## config.mk

```make
export PLATFORM = sky130hd
export DESIGN_NAME = jedro_1_mem_arbiter
export DESIGN_NICKNAME = d
export VERILOG_FILES = /design/src/rtl/jedro_1_mem_arbiter.sv
export SDC_FILE = /design/constraint.sdc
export NUM_CORES = 1
export LEC_CHECK = 0
export ABC_AREA = 1
export BUFFER_PORTS_ARGS = -buffer_cell sky130_fd_sc_hd__buf_2
export CORE_AREA = 2 2 107 109
export DETAILED_ROUTE_END_ITERATION = 10
export DIE_AREA = 0 0 109 111
export MAX_ROUTING_LAYER = met4
export PLACE_DENSITY_LB_ADDON = 0.1
export SLEW_MARGIN = 20
export SYNTH_ARGS = -nofsm -noshare
export SYNTH_HDL_FRONTEND = slang
export SYNTH_SLANG_ARGS = --single-unit
```

## constraint.sdc

```tcl
create_clock -name clk_i -period 1.9 [get_ports clk_i]
set_input_delay 0.095 -clock clk_i [delete_from_list [all_inputs] [get_ports clk_i]]
set_output_delay 0.095 -clock clk_i [all_outputs]
set_load 0.01 [all_outputs]
```

## src/rtl/jedro_1_mem_arbiter.sv

```systemverilog
// Arbitrates the IFU and LSU onto one memory port with a single outstanding
// transaction; the LSU has priority, bounded by a streak limit while the IFU waits.
module jedro_1_mem_arbiter #(
  parameter int unsigned DATA_WIDTH     = 32,
  parameter int unsigned MAX_LSU_STREAK = 4
) (
  input  logic                  clk_i,
  input  logic                  rstn_i,
  input  logic                  ifu_req_i,
  input  logic [DATA_WIDTH-1:0] ifu_addr_i,
  output logic                  ifu_gnt_o,
  output logic                  ifu_rvalid_o,
  output logic [DATA_WIDTH-1:0] ifu_rdata_o,
  input  logic                  lsu_req_i,
  input  logic                  lsu_we_i,
  input  logic [3:0]            lsu_be_i,
  input  logic [DATA_WIDTH-1:0] lsu_addr_i,
  input  logic [DATA_WIDTH-1:0] lsu_wdata_i,
  output logic                  lsu_gnt_o,
  output logic                  lsu_rvalid_o,
  output logic [DATA_WIDTH-1:0] lsu_rdata_o,
  output logic                  mem_req_o,
  output logic                  mem_we_o,
  output logic [3:0]            mem_be_o,
  output logic [DATA_WIDTH-1:0] mem_addr_o,
  output logic [DATA_WIDTH-1:0] mem_wdata_o,
  input  logic                  mem_gnt_i,
  input  logic                  mem_rvalid_i,
  input  logic [DATA_WIDTH-1:0] mem_rdata_i
);

  localparam int unsigned SW = 3;
  localparam logic [SW-1:0] STREAK_MAX = SW'(MAX_LSU_STREAK);

  typedef enum logic [1:0] {IDLE, ISSUE, WAIT_RSP} state_e;
  typedef enum logic {OWN_LSU = 1'b0, OWN_IFU = 1'b1} owner_e;

  state_e        r_state, w_state_nxt;
  owner_e        r_owner, w_owner_nxt, w_owner;
  logic [SW-1:0] r_streak, w_streak_nxt;
  logic          w_arb, w_req, w_gnt, w_rsp, w_req_q;

  always_ff @(posedge clk_i or negedge rstn_i) begin
    if (!rstn_i) begin
      r_state  <= IDLE;
      r_owner  <= OWN_LSU;
      r_streak <= '0;
    end else begin
      r_state  <= w_state_nxt;
      r_owner  <= w_owner_nxt;
      r_streak <= w_streak_nxt;
    end
  end

  // Arbitration and next state; WAIT_RSP re-arbitrates in the response cycle.
  always_comb begin
    w_state_nxt  = r_state;
    w_owner_nxt  = r_owner;
    w_streak_nxt = r_streak;
    w_owner      = r_owner;
    w_arb        = 1'b0;
    w_req        = 1'b0;
    w_rsp        = 1'b0;
    case (r_state)
      IDLE:     w_arb = 1'b1;
      ISSUE:    w_req = 1'b1;
      WAIT_RSP: begin
        w_rsp = mem_rvalid_i;
        w_arb = mem_rvalid_i;
      end
      default:  w_arb = 1'b0;
    endcase
    if (w_arb && (ifu_req_i || lsu_req_i)) begin
      w_req   = 1'b1;
      w_owner = (ifu_req_i && (!lsu_req_i || (r_streak == STREAK_MAX))) ? OWN_IFU : OWN_LSU;
    end
    w_gnt = w_req && mem_gnt_i;
    if (w_gnt) begin
      w_state_nxt = WAIT_RSP;
      w_owner_nxt = w_owner;
      if (w_owner == OWN_IFU) begin
        w_streak_nxt = '0;
      end else if (ifu_req_i && (r_streak < STREAK_MAX)) begin
        w_streak_nxt = r_streak + SW'(1);
      end
    end else if (w_req) begin
      w_state_nxt = ISSUE;
      w_owner_nxt = w_owner;
    end else if (w_rsp) begin
      w_state_nxt = IDLE;
    end
  end

  // Port muxing; everything is forced low while reset is asserted.
  always_comb begin
    w_req_q      = w_req && rstn_i;
    mem_req_o    = w_req_q;
    mem_we_o     = 1'b0;
    mem_be_o     = 4'h0;
    mem_addr_o   = '0;
    mem_wdata_o  = '0;
    if (w_req_q) begin
      if (w_owner == OWN_IFU) begin
        mem_be_o   = 4'hF;
        mem_addr_o = ifu_addr_i;
      end else begin
        mem_we_o    = lsu_we_i;
        mem_be_o    = lsu_be_i;
        mem_addr_o  = lsu_addr_i;
        mem_wdata_o = lsu_wdata_i;
      end
    end
    ifu_gnt_o    = w_req_q && mem_gnt_i && (w_owner == OWN_IFU);
    lsu_gnt_o    = w_req_q && mem_gnt_i && (w_owner == OWN_LSU);
    ifu_rvalid_o = rstn_i && w_rsp && (r_owner == OWN_IFU);
    lsu_rvalid_o = rstn_i && w_rsp && (r_owner == OWN_LSU);
    ifu_rdata_o  = ifu_rvalid_o ? mem_rdata_i : '0;
    lsu_rdata_o  = lsu_rvalid_o ? mem_rdata_i : '0;
  end

endmodule

```

Yosys cells after proc, flatten, opt, wreduce, memory -nomap -nowiden
Cells that the tools add are included.
- bits in registers: 6
- output and inout port bits: 138
- logic and storage cells: 52
- add/sub/neg operators: 1
- $lt $le $gt $ge: 1
- equality and inequality tests: 3
- multiplexer cells: 23
- bitwise gates (word level): 2
- reduce and logical (&&, ||, !) cells: 19
- operators by type and width (cell ; number):
    32-bit two-way mux ; 6
    1-bit logical AND ; 11
    1-bit two-way mux ; 9
    4-bit two-way mux ; 2
    2-bit two-way mux ; 3
    3-bit two-way mux ; 2
    2-bit nonzero test ; 2
    3-bit by 1-bit adder with 3-bit output (second input constant) ; 1
    3-bit equality test (second input constant) ; 1
    3-bit less-than comparator (second input constant) ; 1
    3-bit nonzero test ; 1
    2-bit by 1-bit equality test with 1-bit output (second input constant) ; 1
    2-bit equality test (second input constant) ; 1
    2-bit logical NOT ; 1
    1-bit logical OR ; 2
    1-bit inverter ; 2
    1-bit one-hot mux with 2 select lines ; 1
    2-bit AND reduction ; 1
    1-bit logical NOT ; 1

Depth between registers and ports, before layout
- word-level depth: 7
- depth in mapped cells: 9

Worst setup path after synthesis
OpenSTA, ideal clock, no wires.
- path type: flip-flop to output port
- from: register r_streak[0]
- to: output port lsu_gnt_o
- arrival time: 1410 ps
- required time: 1805 ps
- path slack: 395 ps
- stages on the path, launching flop included: 9
- cells stage by stage: dfrtp_1 inv_1 ha_1 nand3_1 nand4_2 nand2_2 inv_2 buf_4 nor3_1
- longest elaborated chain between the ends: 7
- RTL lines (what ; line ; text):
    start: declaration ; 40 ; logic [SW-1:0] r_streak, w_streak_nxt;
    start signal: assignment ; 51 ; r_streak <= w_streak_nxt;
    3-bit equality test ; 75 ; w_owner = (ifu_req_i && (!lsu_req_i || (r_streak == STREAK_MAX))) ? OWN_IFU : OWN_LSU;
    1-bit logical OR ; 75 ;
    1-bit logical AND ; 75 ;
    1-bit two-way mux ; 75 ;
    1-bit two-way mux ; 73 ; if (w_arb && (ifu_req_i || lsu_req_i)) begin
    1-bit inverter ; 114 ; lsu_gnt_o = w_req_q && mem_gnt_i && (w_owner == OWN_LSU);
    1-bit logical AND ; 114 ;
    end: declaration ; 19 ; output logic lsu_gnt_o,
Every way passes these cells.

Worst setup path after layout
- from: register r_streak[0]
- to: output port mem_be_o[2]
- longest elaborated chain between the ends: 7
- RTL lines (what ; line ; text):
    3-bit equality test ; 75 ;
    1-bit logical OR ; 75 ;
    1-bit logical AND ; 75 ;
    1-bit two-way mux ; 75 ;
    1-bit two-way mux ; 73 ;
    4-bit two-way mux ; 103 ; if (w_owner == OWN_IFU) begin
    4-bit two-way mux ; 102 ; if (w_req_q) begin
    end: declaration ; 24 ; output logic [3:0] mem_be_o,
Every way passes these cells.

==> reports/results.txt <==
Boundary Pins: 277
Startpoint Class: register
Fin worst setup slack: 0.0692 ns
Vias per cell: 4.08
Total track usage: 13.2%
Grt ovf: 0
Drt first pass iters: 4
Die height: 111 µm
Post-synth EDFFs: 0
Worst reg2reg endpoint: r_streak[1]
Slew Limit Fails: 0
Final setup viols: 0
Area leader, netlist: nor2_1
Share of layout cells above drive strength 1: 52.4%
Synthesis-to-finish area growth: 95.0%
Pin count of the biggest net entering global routing: 42
Worst slew pin tran: 0.315 ns
CTS sink cnt: 6
# fillers: 1260
Top cell type's share of synthesized area: 33.5%
WHS Path Cells: 2
Pwr Total: 0.00369 W
Post-layout min period: 1.83 ns
Remaining antenna violation count: 0
Die area: 12100 µm²
P per Cell Area: 1000 nW/µm²
CP Capture Type: primary output
DRC viols: 0
Final Util: 33.3%
Hold Path Origin: mem_gnt_i
Synth top cells by count: nor2_1, nand2_1, inv_1
Finished Cell Area: 3690 µm²
Clock transition at path regs: 0.03 ns
Count leader, synth: nor2_1
Slack of the worst reg-to-reg path: 0.49 ns
Hold EP: r_state[0]
Yosys warns: 0
Initial antenna violation count: 0
Gate count after technology mapping: 387
#FFs+latches synth: 6
Skew final: 0.000493 ns
Synth area leaders: nor2_1, nand2_1, nand3b_1
Placed inst area: 3410 µm²
Final wirelength: 9.26 mm
Total negative setup slack: 0 ns
Status: finished clean
Maxcap violations: 0
Syn nets: 528
Reg2Reg Depth: 8
DP HPWL: 7.15 mm
R2r startpoint: r_streak[0]
Antenna cells: 0
Post-Syn Area: 1890 µm²
Max Fclk: 546 MHz
Vias: 3268
Maximum vdd ir drop: 907 µV
Lkg Pwr: 2.43 nW
Max FO, Critical Path: 10
IO buf count: 276
Crit path DAT: 1.74 ns
Fin nets: 801
GPL Wtd Cong: 0.789
Synth cell types: 22
First-pass GRT wire length: 12.8 mm
Clock root buffer: clkbuf_16
Crit path kind: reg2out
Min-Delay Path Class: in2reg
Starting density of the core: 17.1%
Setup slack at placement: 0.273 ns
Wire length per cell: 11.6 µm
Async SR Flop Fraction: 100%
Num rows: 39
Final Cycle Share: 96.4%
H-Tree Depth: 1
TritonCTS clock tree: done
CTS Buffer Depth: 2
Footprint of the multi-input gates: 1450 µm²
Initial DRC count: 118
Slew headroom: 79.0%
Required @ worst endpoint: 1.80 ns
Core ar.: 11100 µm²
CTS Buf Count: 3
Clock latency at the later pin of the worst-skew pair: 0.23 ns
Dominant synthesized flop cell: dfrtp_1
Avg Inst Size Synth: 4.89 µm²
Final hold vios: 0
Die span in x: 109 µm
Vias in the first global route: 2816
Sequential element share of the synthesized area: 7.94%
Reg area: 150 µm²
==> through the flow <==
step	cells	hold slack [ns]
after detailed placement	790	-0.0486
after CTS	794	0.161
after global placement	790	-0.0514
final	801	0.161
after global routing	801	0.211
after floorplan	387	-0.201
==> worst max-delay path by stage <==
stage                startpoint        endpoint  slack [ns]
floorplan           r_streak[0]       lsu_gnt_o        0.40
CTS                 r_streak[0]  mem_addr_o[22]        0.03
detailed placement  r_streak[0]       ifu_gnt_o        0.27
global placement    r_streak[0]       ifu_gnt_o        0.29
finish              r_streak[0]     mem_be_o[2]        0.07
global route        r_streak[0]  mem_addr_o[20]       -0.03
==> critical path, stage by stage, from the launching register on <==
cell and delay [ns]:
dfrtp_1 0.37, inv_2 0.05, ha_1 0.20, nand3_2 0.09, nand4_4 0.11, nand2_4 0.13
clkinv_8 0.09, clkbuf_16 0.18, nor2_1 0.10, nor2_1 0.05, buf_2 0.13
==> registers in the layout, indices dropped and copies added (netlist names) <==
signal	count
r_owner	1
r_state	2
r_streak	3
==> kinds of logic (layout without fill, tap and decap cells) <==
family / count (synthesis) / count (layout) / synth area share [%]
AND/OR/NAND/NOR: 301 / 301 / 71.0
buffers and inverters: 75 / 346 / 18.8
flip-flops: 6 / 6 / 7.94
AO/OA/AOI/OAI: 3 / 3 / 0.992
adder cells (fa/ha/maj): 2 / 2 / 1.32
==> layout make-up <==
type	instances	area share (%)
clock buffer	3	2.04
inverter	49	5.33
multi-input combinational	306	39.3
sequential	6	4.07
tap	143	4.85
timing repair buffer	294	44.4
==> cells in the final DEF (no fill, tap or decap) <==
cell type	n
nand3_1	4
dlygate4sd3_1	1
ha_1	2
nand3b_1	32
dfrtp_1	6
nand2_2	11
nand4_1	4
nor2_1	153
clkbuf_16	6
inv_2	5
nor2_4	1
buf_6	1
buf_4	8
nor3_2	1
nand2_1	66
clkinv_8	1
buf_2	276
inv_1	43
nor2_2	25
nand2_4	1
nand3_2	2
buf_12	5
nand4_4	1
o21ai_2	1
o21ai_0	1
a21oi_1	1
==> per-layer routing <==
layer | vias to the layer above | track usage (%) | routed length, µm
met5 | - | - | 0
met4 | 0 | 2.99 | 127
met3 | 12 | 2.29 | 801
met2 | 151 | 25.3 | 4830
met1 | 1420 | 13.8 | 3500
li1 | 1685 | - | -
==> timing repair <==
action | 4_1_cts | 5_1_grt
endpoints found under the hold margin | 6 | 0
pin swaps | 0 | 2
gates cloned | 0 | 4
hold buffers | 1 | 0
resized for setup | 1 | 28
buffers inserted | 0 | 3
setup endpoints to repair | 1 | 64
==> where the power goes <==
part | total (W) | internal [W] | switching [W]
Combinational | 0.00311 | 0.00128 | 0.00183
Clock | 0.000341 | 0.000270 | 0.0000705
Sequential | 0.000243 | 0.000187 | 0.0000558
Total | 0.00369 | 0.00174 | 0.00195
No activity file was read; power rests on OpenSTA's default activity.
